**src/rtl/piso_pkg.sv**
```systemverilog
// rtl/piso_pkg.sv - shared state encoding and counter sizing for the PISO shifter
package piso_pkg;

    typedef enum logic {
        IDLE  = 1'b0,
        SHIFT = 1'b1
    } state_t;

    // Bit counter width: wide enough to hold WIDTH without wrapping inside a frame.
    function automatic int cnt_width(input int width);
        return $clog2(width + 1);
    endfunction

endpackage

```
**src/rtl/piso_bitcnt.sv**
```systemverilog
// rtl/piso_bitcnt.sv - loadable bit counter with enable, clear and terminal-count compare
module piso_bitcnt #(
    parameter int CW = 4,
    parameter int TC = 7
) (
    input  logic          clk,
    input  logic          rst_n,
    input  logic          clr_i,
    input  logic          ld_i,
    input  logic [CW-1:0] ld_val_i,
    input  logic          en_i,
    output logic [CW-1:0] cnt_o,
    output logic          tc_o
);

    logic [CW-1:0] cnt_q;
    logic [CW-1:0] cnt_d;

    // Next count: clear wins over load, load wins over increment.
    always_comb begin
        cnt_d = cnt_q;
        if (clr_i) begin
            cnt_d = '0;
        end else if (ld_i) begin
            cnt_d = ld_val_i;
        end else if (en_i) begin
            cnt_d = cnt_q + 1'b1;
        end
    end

    // Count register, cleared asynchronously.
    always_ff @(posedge clk or negedge rst_n) begin
        if (!rst_n) begin
            cnt_q <= '0;
        end else begin
            cnt_q <= cnt_d;
        end
    end

    assign cnt_o = cnt_q;
    assign tc_o  = (cnt_q == CW'(TC));

endmodule

```
**src/rtl/piso_shifter.sv**
```systemverilog
// rtl/piso_shifter.sv - parallel-in serial-out shifter, MSB first; PISO_PARITY_EN appends even parity
module piso_shifter
    import piso_pkg::*;
#(
    parameter int WIDTH = 32
) (
    input  logic             clk,
    input  logic             rst_n,
    input  logic [WIDTH-1:0] d,
    input  logic             load,
    output logic             load_ready,
    input  logic             enable,
    output logic             sout,
    output logic             sout_valid,
    output logic             last
);

`ifdef PISO_PARITY_EN
    localparam int FRAME_LEN = WIDTH + 1;
`else
    localparam int FRAME_LEN = WIDTH;
`endif
    localparam int CW = cnt_width(WIDTH);

    state_t                 state_q;
    state_t                 state_d;
    logic [FRAME_LEN-1:0]   sreg_q;
    logic [FRAME_LEN-1:0]   sreg_d;
    logic [FRAME_LEN-1:0]   frame_w;
    logic [CW-1:0]          cnt_w;
    logic                   tc_w;
    logic                   cnt_clr;
    logic                   cnt_en;

    // The parity bit rides in the shift register's LSB so it leaves right after d[0].
`ifdef PISO_PARITY_EN
    assign frame_w = {d, ^d};
`else
    assign frame_w = d;
`endif

    // FSM next state, shift-register next value and counter controls.
    always_comb begin
        state_d = state_q;
        sreg_d  = sreg_q;
        cnt_clr = 1'b0;
        cnt_en  = 1'b0;
        unique case (state_q)
            IDLE: begin
                if (load) begin
                    state_d = SHIFT;
                    sreg_d  = frame_w;
                    cnt_clr = 1'b1;
                end
            end
            SHIFT: begin
                if (enable) begin
                    sreg_d = {sreg_q[FRAME_LEN-2:0], 1'b0};
                    cnt_en = 1'b1;
                    if (tc_w) begin
                        state_d = IDLE;
                        cnt_clr = 1'b1;
                    end
                end
            end
            default: state_d = IDLE;
        endcase
    end

    // State and shift register; reset forces an idle, all-zero shifter.
    always_ff @(posedge clk or negedge rst_n) begin
        if (!rst_n) begin
            state_q <= IDLE;
            sreg_q  <= '0;
        end else begin
            state_q <= state_d;
            sreg_q  <= sreg_d;
        end
    end

    piso_bitcnt #(
        .CW (CW),
        .TC (FRAME_LEN - 1)
    ) u_bitcnt (
        .clk      (clk),
        .rst_n    (rst_n),
        .clr_i    (cnt_clr),
        .ld_i     (1'b0),
        .ld_val_i ({CW{1'b0}}),
        .en_i     (cnt_en),
        .cnt_o    (cnt_w),
        .tc_o     (tc_w)
    );

    // Outputs are gated by state so IDLE always shows sout = 0 and last = 0.
    assign load_ready = (state_q == IDLE);
    assign sout_valid = (state_q == SHIFT);
    assign sout       = sout_valid & sreg_q[FRAME_LEN-1];
    assign last       = sout_valid & tc_w;

    logic unused_cnt;
    assign unused_cnt = ^cnt_w;

endmodule

```
**config.mk**
```make
export PLATFORM = sky130hd
export DESIGN_NAME = piso_shifter
export DESIGN_NICKNAME = d
export VERILOG_FILES = /design/src/rtl/piso_pkg.sv /design/src/rtl/piso_bitcnt.sv /design/src/rtl/piso_shifter.sv
export SDC_FILE = /design/constraint.sdc
export NUM_CORES = 1
export LEC_CHECK = 0
export BUFFER_PORTS_ARGS = -buffer_cell sky130_fd_sc_hd__buf_2
export CELL_PAD_IN_SITES_DETAIL_PLACEMENT = 1
export CELL_PAD_IN_SITES_GLOBAL_PLACEMENT = 1
export CORE_MARGIN = 2
export CORE_UTILIZATION = 32
export DETAILED_ROUTE_END_ITERATION = 12
export PLACE_DENSITY = 0.68
export SETUP_SLACK_MARGIN = 0.4
export SYNTH_ARGS = -nofsm -noshare
export SYNTH_HDL_FRONTEND = slang
export SYNTH_SLANG_ARGS = --single-unit
```
**constraint.sdc**
```tcl
create_clock -name clk -period 2.64 [get_ports clk]
set_input_delay 0.264 -clock clk [delete_from_list [all_inputs] [get_ports clk]]
set_output_delay 0.264 -clock clk [all_outputs]
set_load 0.1 [all_outputs]
```
[Word level (Yosys, flattened, before mapping)]
Cells that the tools add are included.
Word-level totals
  flip-flop bits (word level): 39
  input port bits: 36
  logic and storage cells: 26
Operators by class
  add/subtract/negate cells: 1
  mux-type cells: 14
  reduce and logical (&&, ||, !) cells: 2
  equality and inequality tests: 3
  bitwise operators: 3
Operators with widths (number)
  $mux 32: 2
  $pmux 32 s2: 1
  $mux 6: 2
  $mux 1: 7
  $add 6x1->6 const B: 1
  $eq 6x5->1 const B: 1
  $ne 2x2->1 const B: 2
  $pmux 1 s2: 2
  $and 1x1->1: 2
  $reduce_and 2->1: 1
  $reduce_bool 2->1: 1
  $not 1->1: 1

[Logic depth before layout (Yosys ltp)]
  depth in word-level cells: 5
  depth in mapped cells: 5
  gate-level depth less buffers: 5

[Modules after synthesis]
Synthesis repeated with hierarchy kept, for this count alone.
Unflattened totals
  cells, all modules: 185
  area, all modules: 2287.2 um^2
By module, submodules not included
  piso_shifter: cells an instance 150, area an instance 1953.1 um^2, times used 1
  piso_bitcnt: cells an instance 35, area an instance 334.1 um^2, times used 1

[Worst setup path before layout]
No wires, ideal clock.
  path kind: flip-flop to output port
  start point: reg state_q (netlist: sout_valid)
  end point: out last
  stages on the path, launching flop included: 4
  data arrival time: 4.744 ns
  setup slack: -2.368 ns
  cell sequence: dfrtp_1 -> buf_4 -> inv_1 -> nor4_1
On the way
  longest elaborated chain between the ends: 1
Ends and longest elaborated chain
  start: declaration: RTL line piso_shifter.sv:25  | state_t state_q;
  start signal: assignment: RTL line piso_shifter.sv:76  | state_q <= state_d;
  $and 1x1->1: RTL line piso_shifter.sv:99  | assign last = sout_valid & tc_w;
  end: declaration: RTL line piso_shifter.sv:15  | output logic last
Every way passes these cells.

[Worst setup path after layout]
  start point: reg state_q (netlist: sout_valid)
  end point: out sout
On the way
  longest elaborated chain between the ends: 1
Ends and longest elaborated chain
  $and 1x1->1: RTL line piso_shifter.sv:98  | assign sout = sout_valid & sreg_q[FRAME_LEN-1];
  end: declaration: RTL line piso_shifter.sv:13  | output logic sout,
Every way passes these cells.

==> impl_results.md <==
- First-pass GRT wire length: roughly 6700 um
- DR iter-0 viols: 36
- Synth top area share: 0.523
- Core box area: 5570 sq um
- Vias: around 1.4k
- Most frequent cells in the layout: buf_2, nand2_1, dfrtp_1, o21ai_0, mux2i_1
- Number of fill cells: ~650
- # hold bufs at CTS: 0
- Async SR Flop Fraction: 1.00
- Routed WL: roughly 3800 um
- CTS max path bufs: 2
- Max-cap viol count: 0
- Netlist cell types: 25
- Clk slew on worst S/H paths: around 0.070 ns
- M3 GR Usage: 0.0461
- Tightest Pin Transition: 0.802 ns
- Via density: 4.74
- Critical path startpoint category: flop
- Req. time, crit path: 2.38 ns
- Post-Syn Nets: 219
- Max-slew headroom: 0.465
- Total Routing Usage GR: 0.136
- Post-Synthesis Cells: 182
- Leading cell type in the layout, fill and taps excluded: buf_2
- Post-CTS setup buffers: 0
- I/O pin cnt: 40
- Final setup violating endpoints: 0
- Min Clock Period, post-route: 2.04 ns
- Die footprint: 6460 sq um
- CTS-repair resized insts: 0
- Syn Std Cell Area: 1870 sq um
- Worst IR Drop VDD: 0.480 mV
- Most Used Layer, Global Route: met2
- YS warnings: 0
- Layout cells sized above 1: 0.249
- Period utilization: 0.773
- DR WL/cell: ~13 um
- Post-DP HPWL: around 2700 um
- Placer Congestion: around 0.72
- Total CTS buffers: 5
- Antenna Cells: 0
- Leak: about 1.2 nW
- Final Hold Fails: 0
- RSZ-0062 raised after global routing: no
- Fin Clk Skew: 0.00742 ns
- Reg area: 980 sq um
- WP data arrival: 1.78 ns
- Die W: 80.4 um
- Fmax: 490 MHz
- Mux contribution to synthesized area: 0.179
- Largest net degree at the start of global routing: 36
- Pre-CTS WS: between 0.7 and 0.8 ns
- Multi-input logic area: approximately 830 sq um
- CTS Sinks: 39
- Synth area leaders: dfrtp_1, mux2i_1, o21ai_0
- Sequential area share after synthesis: 0.523
- Area delta synth->final: 20.0%
- Simple-gate share of the synthesized area: 0.111
- Syn_area_per_cell: roughly 10 sq um
- Adder-cell share of the synthesized area: 0.00670
- Flops & latches, synth: 39
- Pre-antenna DRT Iters: 4
- Final Non-Filler Cells: between 200 and 300
- Top cell type by total area after synthesis: dfrtp_1
- Min-Delay Path Class: input pin to async pin
- Vias in the first global route: 1432
- Slew Viols, Final: 0
- Cell Pwr Density: 943 nW/um^2
- Met2 usage: 0.208
- # H-tree levels: 2
- Remaining DRCs: 0
- Number of enable flip-flop cells after synthesis: 0
- Met1 usage: 0.182
- Rows: 27
- Worst-Skew Late Latency: 0.29 ns
- Die H: ~80 um
- CTS tree: built
- NumNets Final: 258
- # port buffers: 39
- Crit path kind: flop to output pin
- Combinational family with the most area after synthesis: multiplexers
- DP Cell Count: 286
- CP max FO: 28
- Top_reg_cell synth: dfrtp_1
- Crit path capture type: output pin
- CTS root buf: clkbuf_8
- Worst Slack Setup Final: 0.600 ns
- GRT overflow: 0
- Compound-gate portion of the synthesized area: 0.129
- Status: completed
- Initial Utilization: 0.335
- XOR/XNOR Fraction of Synth Area: 0.00469
- Initial antenna violation count: 0
- Post-route antenna net violation count: 0
[worst max-delay path, cell delays in order (launching register included)]
cell	delay, ns
dfrtp_4	0.56
buf_6	0.34
and2_1	0.17
buf_2	0.41
[per-stage QoR]
stage / hold slack, ns / TNS, ns / power [mW] / utilization / instance area, sq um
6_report: 0.0652 / 0 / 2.11 / 0.402 / 2240
2_1_floorplan: -0.0316 / -0.114 / 1.52 / - / 1900
5_1_grt: 0.117 / 0 / 2.31 / 0.402 / 2240
4_1_cts: 0.0975 / 0 / 2.15 / 0.401 / 2240
3_3_place_gp: 0.401 / 0 / 1.70 / 0.386 / 2150
3_5_place_dp: 0.417 / 0 / 1.73 / 0.386 / 2150
[layout make-up]
type                       count  share of cell area
clock buffer                   6              0.0369
clock inverter                 1             0.00223
inverter                       3             0.00670
multi-input combinational    129               0.369
sequential                    39               0.437
tap                           72              0.0402
timing repair buffer          43               0.108
[final timing paths]
| kind | cells past startpoint | to | slack, ns | startpoint |
|---|---|---|---|---|
| hold / removal | 1 | u_bitcnt.cnt_o[4] | 0.07 | rst_n |
| hold reg to reg | 2 | sreg_q[27] | 0.48 | sreg_q[27] |
| min in group clk | 3 | sreg_q[17] | 0.25 | d[17] |
| setup reg to reg | 3 | sreg_q[16] | 0.85 | sout_valid |
| setup / recovery | 3 | sout | 0.60 | sout_valid |
| max in group asynchronous | 1 | sout_valid | 1.98 | rst_n |
[routing by layer]
metal	share of wire	wire length [um]
met1	0.50	1920
met4	0.011	42
met5	0	0
met2	0.43	1640
met3	0.063	242
[registers in the layout (all words and copies together) (netlist names)]
name	flops
u_bitcnt.cnt_o	6
sout_valid	1
sreg_q	32
[kinds of logic after synthesis]
family	count (synthesis)
fa+ha+maj	1
xor+xnor	1
flops	39
mux	33
compound gates	44
buf+inv	14
simple gates	50
[where the power goes]
group	switching [mW]	total (mW)	internal [mW]
clock network	0.203	0.409	0.205
logic	0.415	0.703	0.288
registers	0.171	1.00	0.830
[synthesized netlist by cell type (2+ instances only)]
master and instances:
nor3_1 3, nand3_1 3, inv_1 3, mux2i_1 32, a21o_1 2, dfrtp_1 39, a21oi_1 3, buf_6 2
nand2_1 38, clkbuf_1 3, nand2b_1 2, o21ai_0 34, o21ai_1 2, buf_4 5
Note: power is estimated with default switching activity, not from simulation.
